<file path="src/rtl/jt89_ctrl.sv">
// jt89_ctrl - register front end for the JT89 PSG.
//
// Decodes the SN76489 latch/data byte protocol from a CPU write port into the
// three 10-bit tone periods, four 4-bit attenuations and the 3-bit noise
// control. It also divides the chip clock enable by 16 to produce the strobe
// that drives the tone counters.
//
// Optional feature: define JT89_READY_EN to enable the write-busy window.
// While enabled, each accepted write holds ready low for 32 cen pulses.
// Write edges that arrive during that window are consumed and dropped. With
// the macro undefined, ready is tied high and every write edge is applied.
//
// Write port handshake: a write is one falling level of wr_n seen on clk
// (wr_n low now, high in the previous cycle). With JT89_READY_EN, a write is
// taken only when ready is high in that same cycle. Otherwise it is discarded.
// The host never needs to retry; holding wr_n low never repeats a write.

module jt89_ctrl (
  input  logic       clk,
  input  logic       rst,
  input  logic       cen,
  input  logic [7:0] din,
  input  logic       wr_n,
  output logic [9:0] tone0,
  output logic [9:0] tone1,
  output logic [9:0] tone2,
  output logic [3:0] vol0,
  output logic [3:0] vol1,
  output logic [3:0] vol2,
  output logic [3:0] vol3,
  output logic [2:0] noise_ctrl,
  output logic       noise_rst,
  output logic       clken_tone,
  output logic       ready
);

  // ---------------------------------------------------------------------------
  // Write edge detection
  // ---------------------------------------------------------------------------
  logic wr_n_q;
  logic wr_edge;
  logic wr_accept;

  // Previous wr_n level; resets high so a strobe held low across reset
  // still produces one write right after release.
  always_ff @(posedge clk) begin
    if (rst) wr_n_q <= 1'b1;
    else     wr_n_q <= wr_n;
  end

  assign wr_edge = ~wr_n & wr_n_q;

`ifdef JT89_READY_EN
  // ---------------------------------------------------------------------------
  // Busy window: 32 cen pulses after every accepted write
  // ---------------------------------------------------------------------------
  logic [5:0] busy_cnt;

  assign wr_accept = wr_edge & ready;

  // Load the busy counter on an accepted write, count cen pulses down,
  // and raise ready again in the cycle after the 32nd pulse.
  always_ff @(posedge clk) begin
    if (rst) begin
      busy_cnt <= 6'd0;
      ready    <= 1'b1;
    end else if (wr_accept) begin
      busy_cnt <= 6'd32;
      ready    <= 1'b0;
    end else if (!ready && cen) begin
      if (busy_cnt == 6'd1) ready <= 1'b1;
      busy_cnt <= busy_cnt - 6'd1;
    end
  end
`else
  assign wr_accept = wr_edge;
  assign ready     = 1'b1;
`endif

  // ---------------------------------------------------------------------------
  // Latch register: channel and type targeted by following data bytes
  // ---------------------------------------------------------------------------
  logic [1:0] latch_ch;
  logic       latch_vol;

  // A latch byte (din[7]=1) records channel/type on the same edge that its
  // low nibble is applied; data bytes leave it untouched.
  always_ff @(posedge clk) begin
    if (rst) begin
      latch_ch  <= 2'd0;
      latch_vol <= 1'b0;
    end else if (wr_accept && din[7]) begin
      latch_ch  <= din[6:5];
      latch_vol <= din[4];
    end
  end

  // ---------------------------------------------------------------------------
  // Target decode
  // ---------------------------------------------------------------------------
  logic       is_latch;
  logic [1:0] sel_ch;
  logic       sel_vol;
  logic [2:0] tone_we;
  logic [3:0] vol_we;
  logic       noise_we;

  assign is_latch = din[7];
  assign sel_ch   = is_latch ? din[6:5] : latch_ch;
  assign sel_vol  = is_latch ? din[4]   : latch_vol;

  // One-hot write enables for each destination register; the latch byte
  // takes its target from din itself, the data byte from the latch.
  always_comb begin
    tone_we  = 3'b000;
    vol_we   = 4'b0000;
    noise_we = 1'b0;
    if (wr_accept) begin
      if (sel_vol) begin
        vol_we[sel_ch] = 1'b1;
      end else if (sel_ch == 2'd3) begin
        noise_we = 1'b1;
      end else begin
        tone_we[sel_ch] = 1'b1;
      end
    end
  end

  // ---------------------------------------------------------------------------
  // Tone period registers
  // ---------------------------------------------------------------------------
  // A latch byte writes bits [3:0]; a data byte writes bits [9:4]. The other
  // half of the period keeps its value.
  always_ff @(posedge clk) begin
    if (rst) begin
      tone0 <= 10'd0;
      tone1 <= 10'd0;
      tone2 <= 10'd0;
    end else begin
      if (tone_we[0]) begin
        if (is_latch) tone0[3:0] <= din[3:0];
        else          tone0[9:4] <= din[5:0];
      end
      if (tone_we[1]) begin
        if (is_latch) tone1[3:0] <= din[3:0];
        else          tone1[9:4] <= din[5:0];
      end
      if (tone_we[2]) begin
        if (is_latch) tone2[3:0] <= din[3:0];
        else          tone2[9:4] <= din[5:0];
      end
    end
  end

  // ---------------------------------------------------------------------------
  // Attenuation registers
  // ---------------------------------------------------------------------------
  // Latch and data bytes both carry a full 4-bit attenuation in din[3:0].
  always_ff @(posedge clk) begin
    if (rst) begin
      vol0 <= 4'hF;
      vol1 <= 4'hF;
      vol2 <= 4'hF;
      vol3 <= 4'hF;
    end else begin
      if (vol_we[0]) vol0 <= din[3:0];
      if (vol_we[1]) vol1 <= din[3:0];
      if (vol_we[2]) vol2 <= din[3:0];
      if (vol_we[3]) vol3 <= din[3:0];
    end
  end

  // ---------------------------------------------------------------------------
  // Noise control
  // ---------------------------------------------------------------------------
  // Any noise write updates the mode/rate and restarts the noise LFSR with
  // a one-cycle pulse.
  always_ff @(posedge clk) begin
    if (rst) begin
      noise_ctrl <= 3'd0;
      noise_rst  <= 1'b0;
    end else begin
      noise_rst <= noise_we;
      if (noise_we) noise_ctrl <= din[2:0];
    end
  end

  // ---------------------------------------------------------------------------
  // Tone clock divider
  // ---------------------------------------------------------------------------
  logic [3:0] div_cnt;

  // Count cen pulses modulo 16; strobe once on the pulse that wraps 15->0.
  always_ff @(posedge clk) begin
    if (rst) begin
      div_cnt    <= 4'd0;
      clken_tone <= 1'b0;
    end else begin
      clken_tone <= cen && (div_cnt == 4'd15);
      if (cen) div_cnt <= div_cnt + 4'd1;
    end
  end

endmodule

</file>
<file path="config.mk">
export PLATFORM = sky130hd
export DESIGN_NAME = jt89_ctrl
export DESIGN_NICKNAME = d
export VERILOG_FILES = /design/src/rtl/jt89_ctrl.sv
export SDC_FILE = /design/constraint.sdc
export NUM_CORES = 1
export LEC_CHECK = 0
export CAP_MARGIN = 20
export CORE_ASPECT_RATIO = 1.25
export CORE_UTILIZATION = 45
export CTS_CLUSTER_DIAMETER = 40
export DETAILED_ROUTE_END_ITERATION = 6
export PLACE_DENSITY = 0.74
export SLEW_MARGIN = 30
export SYNTH_ARGS = -nofsm -noshare
export SYNTH_HDL_FRONTEND = slang
export SYNTH_SLANG_ARGS = --single-unit
</file>
<file path="constraint.sdc">
create_clock -name clk -period 4.2 [get_ports clk]
set_input_delay 0.63 -clock clk [delete_from_list [all_inputs] [get_ports clk]]
set_output_delay 0.63 -clock clk [all_outputs]
set_load 0.005 [all_outputs]
</file>
Word level (Yosys, flattened, before mapping) --
Cells that the tools add are included.
Cells by class: equality and inequality tests 2, reduce and logical (&&, ||, !) cells 9, mux-type cells 12, bitwise logic cells 3, order comparisons 2, add/subtract/negate cells 1
Operators by type and width (number):
- 2-bit AND reduction | 6
- 3-bit 2-to-1 mux | 3
- 4-bit 2-to-1 mux | 2
- 1-bit 2-to-1 mux | 5
- 4-bit by 1-bit adder with 4-bit output (second input constant) | 1
- 4-bit == test (second input constant) | 1
- 1-bit logical AND | 3
- 2-bit by 3-bit < comparator with 1-bit output (second input constant) | 1
- 1-bit demux with 2-bit select | 1
- 2-bit == test (second input constant) | 1
- 2-bit by 1-bit >= comparator with 1-bit output (second input constant) | 1
- 2-bit 2-to-1 mux | 1
- 1-bit inverter | 2
- 1-bit bitwise AND | 1
Storage, ports and cells: output and inout bits 52, register bits after elaboration 59

Depth between registers and ports, before layout --
Gate-level depths: netlist of run 1.
word-level depth 9, gate-level depth with buffers 5, mapped depth without buffers 4

Least setup slack after synthesis of run 1 --
No wires, ideal clock.
path kind input port to flip-flop, from in din[7], to reg vol1[0], setup slack 2.270 ns, arrival 1.804 ns, stages 5, required time 4.074 ns, setup time 0.126 ns, path through buf_6 mux2_4 or4b_1 buf_2 mux2i_1
Between the ends: cells in the longest elaborated chain, start to end 7, elaborated cells on any way between the ends 9, classes of those cells 2 x order compare; 6 x mux; 1 x reduce/logical
RTL lines:
- from (decl) | line 22 | input logic [7:0] din,
- 2-bit 2-to-1 mux | line 109 | assign sel_ch = is_latch ? din[6:5] : latch_ch;
- 2-bit by 3-bit < comparator with 1-bit output (implied by the code) or 2-bit by 1-bit >= comparator with 1-bit output (tied branches) | line 120 | vol_we[sel_ch] = 1'b1;
- 1-bit logical AND (implied by the code) | line 120
- 1-bit 2-to-1 mux (implied by the code) | line 120
- 1-bit demux with 2-bit select | line 120
- 4-bit 2-to-1 mux (*) | line 119 | if (sel_vol) begin
- 4-bit 2-to-1 mux (*) | line 118 | if (wr_accept) begin
- to (signal assigned) | line 167 | if (vol_we[1]) vol1 <= din[3:0];
- to (decl) | line 28 | output logic [3:0] vol1,
Mark *: on every way between the ends. The rest lies on a longest branch, timed or not. A chain may end at the register's enable or synchronous reset.

Final worst setup path of run 1 --
from in din[7], to reg tone2[0]
Between the ends: cells in the longest elaborated chain, start to end 9, elaborated cells on any way between the ends 12, classes of those cells 2 x order compare; 1 x eq/ne; 7 x mux; 2 x reduce/logical
RTL lines:
- 2-bit 2-to-1 mux | line 109
- 2-bit by 3-bit < comparator with 1-bit output (implied by the code) or 2-bit by 1-bit >= comparator with 1-bit output (tied branches) | line 124 | tone_we[sel_ch] = 1'b1;
- 1-bit logical AND (implied by the code) | line 124
- 1-bit 2-to-1 mux (implied by the code) | line 124
- 1-bit demux with 2-bit select | line 124
- 3-bit 2-to-1 mux | line 121 | end else if (sel_ch == 2'd3) begin
- 3-bit 2-to-1 mux | line 119
- 3-bit 2-to-1 mux | line 118
- 2-bit AND reduction (no line) (*)
- to (signal assigned) | line 149 | if (is_latch) tone2[3:0] <= din[3:0];
- to (decl) | line 26 | output logic [9:0] tone2,
Marked as above.

==> impl_metrics.env, run 1 <==
export IMPL_status="finished clean"
export IMPL_period_minus_slack_ns=2.33
export IMPL_n_antenna_cell=0
export IMPL_max_stage_delay_ns=0.71
export IMPL_clk_path_buf_depth=2
export IMPL_setup_viol=0
export IMPL_synth_warnings=0
export IMPL_drive_above_1_share_pct=8.62
export IMPL_drcViolationCount=0
export IMPL_design_core_area_sq_um=5120
export IMPL_reg2reg_depth=3
export IMPL_cts_sinks=59
export IMPL_ctsHoldBuffers=0
export IMPL_cap_viol_max_count=0
export IMPL_final_common_cell="clkdlybuf4s50_1"
export IMPL_place_inst=336
export IMPL_drtIter0Drc=62
export IMPL_fmax_mhz=429
export IMPL_irDropWorstVdd_uv=262
export IMPL_ant_nets=0
export IMPL_hold_class="reg -> reg"
export IMPL_avgViaCountPerCell=4.93
export IMPL_vias=1735
export IMPL_slowest_stage="clkdlybuf4s50_1"
export IMPL_grt_pass1_vias=1626
export IMPL_post_route_period_util_pct=55.5
export IMPL_die_area_sq_um=5670
export IMPL_dr_pass1_iters=4
export IMPL_p_per_area_nw_per_um2=414
export IMPL_worstMarginPinSlew_ns=0.589
export IMPL_holdPathStages=2
export IMPL_antenna_found_initial=0
export IMPL_clk_latency_ns=0.34
export IMPL_syn_area_per_cell_sq_um=10.6
export IMPL_finalSetupTns_ns=0
export IMPL_slew_violations=0
export IMPL_cp_max_fo=10
export IMPL_rsz0062_at_grt="no"
export IMPL_fin_util_pct=64.8
export IMPL_synth_area_sq_um=2420
export IMPL_nNetsFinal=298
export IMPL_die_h_microns=83.9
export IMPL_skew_ns=0.00864
export IMPL_cp_start_kind="input pin"
export IMPL_postCtsSetupBuffers=0
export IMPL_synth_top_area_share_pct=48.9
export IMPL_required_ns=4.41
export IMPL_grt_max_degree=70
export IMPL_final_cell_mix="61 x clkdlybuf4s50_1, 59 x dfxtp_1, 54 x mux2i_1, 40 x nand2b_1, 28 x nor2_1"
export IMPL_endpoint_kind="flop"
export IMPL_cts_buffers=9
export IMPL_grt_total_usage_pct=18.9
export IMPL_gp_congestion=0.722
export IMPL_netlist_top_cells_area="dfxtp_1 49%, mux2i_1 22%, nand2b_1 10%"
export IMPL_synth_cells=227
export IMPL_post_cts_resized=0
export IMPL_synth_seq_cells=59
export IMPL_row_count=29
export IMPL_wl_per_cell_microns=13.7
export IMPL_slew_headroom_pct=60.6
export IMPL_cp_data_arrival_time_ns=2.54
export IMPL_total_leakage_power_nw=1.39
export IMPL_die_width_microns=67.5
export IMPL_synthToLayoutAreaGrowth_pct=37.2
export IMPL_tritoncts="built"
export IMPL_root_buffer="clkbuf_8"
export IMPL_syn_nets=240
export IMPL_post_synth_top_area_cell="dfxtp_1"
export IMPL_wl_mm=4.83
export IMPL_cts_htree_levels=3
export IMPL_grt_pass1_wl_mm=7.88
export IMPL_initial_utilization_pct=47.2
export IMPL_ioPinCount=64
export IMPL_ys_types=29
export IMPL_crit_type="in -> reg"
export IMPL_ys_seq_area_share_pct=48.9
export IMPL_overflow=0
export IMPL_fin_cells=352
export IMPL_hold_viol_final=0
export IMPL_holdWs_ns=0.454
export IMPL_io_buffers=62
export IMPL_dp_hpwl_mm=3.36
export IMPL_clk_pin_slew_ns=0.07
export IMPL_crit_chain="clkdlybuf4s50_1 > mux2_2 > or4_1 > mux2i_1"
-- per-stage QoR --
| stage | total power [W] | instance area (sq um) | worst slack, ns |
|---|---|---|---|
| 2_1_floorplan | 0.000646 | 2420 | 2.27 |
| 3_3_place_gp | 0.000683 | 3040 | 1.57 |
| 3_5_place_dp | 0.000684 | 3040 | 1.54 |
| 4_1_cts | 0.00139 | 3310 | 1.91 |
| 5_1_grt | 0.00142 | 3310 | 1.82 |
| 6_report | 0.00137 | 3310 | 1.87 |
-- report_power, final --
group | switching (W) | leakage (nW) | internal, W
Sequential | 0.00000748 | 0.478 | 0.000572
Combinational | 0.0000441 | 0.777 | 0.0000477
Clock | 0.000216 | 0.137 | 0.000487
-- critical path: cells and delay by family --
kind,cells,cell delay (ns)
buffers and inverters,1,0.71
and+or+nand+nor,1,0.62
muxes,2,0.58
-- area by class of cell --
class | count | area (sq um)
multi-input combinational | 152 | 1160
fill | 433 | 1800
tap | 62 | 77.6
timing repair buffer | 62 | 618
inverter | 1 | 3.75
sequential | 59 | 1180
clock inverter | 4 | 120
clock buffer | 12 | 155
-- state kept, by name (all words and copies together), names as in the netlist --
name and count:
vol0 4, tone1 10, tone0 10, vol1 4, noise_ctrl 3, vol3 4, clken_tone 1, latch_vol 1
wr_n_q 1, tone2 10, vol2 4, div_cnt 4, latch_ch 2, noise_rst 1
-- synthesized netlist by cell type --
master / count
mux2i_1: 54
clkbuf_1: 9
mux2_4: 1
nor3_1: 2
buf_2: 4
nand2_1: 2
or2_2: 1
buf_4: 1
or4b_1: 2
nor4_4: 1
or4_1: 2
conb_1: 1
or3_1: 1
a211oi_2: 2
dfxtp_1: 59
ha_1: 1
xnor2_1: 1
xor2_1: 2
mux2_2: 2
or3b_2: 1
nand4_1: 1
inv_1: 1
nor3b_2: 1
nand3_1: 1
nand3b_1: 4
buf_6: 1
a211o_1: 1
nand2b_1: 40
nor2_1: 28
-- worst paths after layout --
kind / start / endpoint / slack [ns]
worst min register to register: div_cnt[3] / clken_tone / 0.45
worst min-delay path: div_cnt[3] / clken_tone / 0.45
worst max register to register: latch_ch[1] / tone2[8] / 2.49
worst max-delay path: din[7] / tone2[0] / 1.87
-- per-layer routing --
metal	vias up	GRT usage, %	share of wire, %
met5	-	0	0
met4	0	8.12	1.7
met3	9	6.42	4.9
met2	43	28.8	48
met1	810	23.7	46
li1	873	-	-
-- kinds of logic (layout without fill, tap and decap cells) --
group / count (synthesis) / after routing / synth area share (%)
flops: 59 / 59 / 48.9
xor+xnor: 3 / 3 / 1.09
simple gates: 87 / 87 / 20.9
mux: 57 / 57 / 23.9
buf+inv: 16 / 79 / 3.16
other cells: 1 / 1 / 0.155
fa+ha+maj: 1 / 1 / 0.518
compound gates: 3 / 3 / 1.40
(Power assumes the default switching activity.)
==> run 2, diff against run 1 <==
--- a/config.mk
+++ b/config.mk
@@ -7,7 +7,7 @@
 export LEC_CHECK = 0
 export CAP_MARGIN = 20
 export CORE_ASPECT_RATIO = 1.25
-export CORE_UTILIZATION = 45
+export CORE_UTILIZATION = 43
 export CTS_CLUSTER_DIAMETER = 40
 export DETAILED_ROUTE_END_ITERATION = 6
 export PLACE_DENSITY = 0.74
==> constraint.sdc (replaced) <==
create_clock -name clk -period 2.1 [get_ports clk]
set_input_delay 0.315 -clock clk [delete_from_list [all_inputs] [get_ports clk]]
set_output_delay 0.315 -clock clk [all_outputs]
set_load 0.005 [all_outputs]
==> run 2 against run 1 <==
Clock-buffer cell count unchanged; register-to-register slack lost 2.1 ns; final cell count grew 5.1%; clock power is 48% higher; wire length grew 5.8%; sequential power increased by 100%; utilization fell by 2.1 points; highest routed layer unchanged; sequential cell count did not move; via count increased by 5.1%; global-route usage barely moved; clock skew grew 0.0011 ns; worst setup slack got worse by 1.6 ns.
==> impl_metrics.env, run 2 (synthesized netlist as in run 1, its figures left out) <==
export IMPL_cp_data_arrival_time_ns=2.07
export IMPL_fin_ws_ns=0.238
export IMPL_nNetsFinal=316
export IMPL_post_route_period_util_pct=88.7
export IMPL_fin_area_sq_um=3390
export IMPL_required_ns=2.31
export IMPL_n_antenna_cell=0
export IMPL_grt_total_usage_pct=18.9
export IMPL_clock_power_share_pct=43.3
export IMPL_die_width_microns=69.0
export IMPL_ant_nets=0
export IMPL_dr_pass1_iters=4
export IMPL_swShare_pct=21.8
export IMPL_die_area_sq_um=5920
export IMPL_antenna_found_initial=0
export IMPL_overflow=0
export IMPL_ctsHoldBuffers=0
export IMPL_wl_mm=5.11
export IMPL_clk_pin_slew_ns=0.06
export IMPL_postCtsSetupBuffers=0
export IMPL_tritoncts="built"
export IMPL_crit_chain="clkdlybuf4s50_1 > buf_4 > mux2_2 > or4_1 > mux2i_1"
export IMPL_setup_viol=0
export IMPL_clk_latency_ns=0.34
export IMPL_synthToLayoutAreaGrowth_pct=40.2
export IMPL_drive_above_1_share_pct=13.7
export IMPL_slowest_stage="or4_1"
export IMPL_p_switching_w=0.000526
export IMPL_fmax_mhz=537
export IMPL_drcViolationCount=0
export IMPL_status="finished clean"
export IMPL_dp_hpwl_mm=3.74
export IMPL_vias=1823
export IMPL_dpl_cell_area_sq_um=3190
export IMPL_design_core_area_sq_um=5410
export IMPL_cp_start_kind="input pin"
export IMPL_total_leakage_power_nw=1.45
export IMPL_irDropWorstVdd_uv=529
export IMPL_grt_pass1_vias=1816
export IMPL_avgViaCountPerCell=4.93
export IMPL_slew_violations=0
export IMPL_grt_max_degree=33
export IMPL_hold_viol_final=0
export IMPL_cts_sinks=59
export IMPL_finalSetupTns_ns=0
export IMPL_grt_pass1_wl_mm=8.59
export IMPL_cap_viol_max_count=0
export IMPL_final_cell_mix="61 x clkdlybuf4s50_1, 59 x dfxtp_1, 54 x mux2i_1, 40 x nand2b_1, 28 x nor2_1"
export IMPL_row_count=30
export IMPL_cts_htree_levels=3
export IMPL_initial_utilization_pct=44.7
export IMPL_max_stage_delay_ns=0.60
export IMPL_top_regs="tone0 (10), tone1 (10), tone2 (10)"
export IMPL_post_cts_resized=0
export IMPL_clk_path_buf_depth=2
export IMPL_cts_buffers=9
export IMPL_cp_max_fo=10
export IMPL_die_h_microns=85.8
export IMPL_fin_util_pct=62.7
export IMPL_io_buffers=62
export IMPL_skew_ns=0.00979
export IMPL_gp_congestion=0.826
export IMPL_root_buffer="clkbuf_8"
export IMPL_crit_type="in -> reg"
export IMPL_seq_power_share_pct=48.0
export IMPL_rsz0062_at_grt="no"
export IMPL_combinationalPowerShare_pct=8.7
export IMPL_drtIter0Drc=73
export IMPL_wl_per_cell_microns=13.8
export IMPL_p_per_area_nw_per_um2=713
export IMPL_p_int_w=0.00189
export IMPL_period_minus_slack_ns=1.86
export IMPL_ioPinCount=64
export IMPL_post_place_ws_ns=-0.109
export IMPL_final_common_cell="clkdlybuf4s50_1"
export IMPL_hold_class="reg -> reg"
export IMPL_endpoint_kind="flop"
[run 2: changes by cell type in the layout (fill, tap and decap cells not counted), sizes merged]
cell | previous run | this run
buf | 1 | 19
bufinv | 4 | 1
clkinv | 0 | 1
[run 2: worst max-delay path, delay by kind of cell]
family | cells | cell delay (ns)
buffers and inverters | 2 | 0.62
muxes | 2 | 0.52
and+or+nand+nor | 1 | 0.60
[run 2: routing by layer]
metal	global-route usage, %	share of wire [%]
met1	21.8	44
met2	30.9	49
met3	5.76	4.7
met4	10.9	2.2
met5	0	0
[run 2: area by class of cell]
| class | instances | area (sq um) |
|---|---|---|
| clock buffers | 12 | 165 |
| multi-input cells | 152 | 1160 |
| well taps | 64 | 80.1 |
| fillers | 482 | 2020 |
| inverters | 1 | 3.75 |
| clock inverters | 2 | 35.0 |
| repair buffers | 80 | 763 |
| flip-flops and latches | 59 | 1180 |
[run 2: metrics by stage]
step | total power [W] | hold slack (ns) | std cells
6_report | 0.00241 | 0.452 | 370
5_1_grt | 0.00251 | 0.466 | 370
4_1_cts | 0.00244 | 0.455 | 370
3_5_place_dp | 0.00140 | 0.444 | 356
3_3_place_gp | 0.00139 | 0.445 | 356
2_1_floorplan | 0.00129 | 0.422 | 227
[run 2: path summary, 6_finish.rpt]
path / start / to / slack, ns / cells after the start
worst max register to register: latch_ch[1] / tone2[5] / 0.43 / 3
worst min register to register: div_cnt[3] / clken_tone / 0.45 / 2
worst min-delay path: div_cnt[3] / clken_tone / 0.45 / 2
worst max-delay path: din[7] / tone2[1] / 0.24 / 5
[run 2: power groups by stage]
stage / Sequential, W / Combinational [W] / Clock (W)
floorplan: 0.00118 / 0.000110 / 0
global placement: 0.00118 / 0.000210 / 0
detailed placement: 0.00118 / 0.000213 / 0
CTS: 0.00116 / 0.000213 / 0.00107
global route: 0.00116 / 0.000230 / 0.00112
finish: 0.00116 / 0.000211 / 0.00104
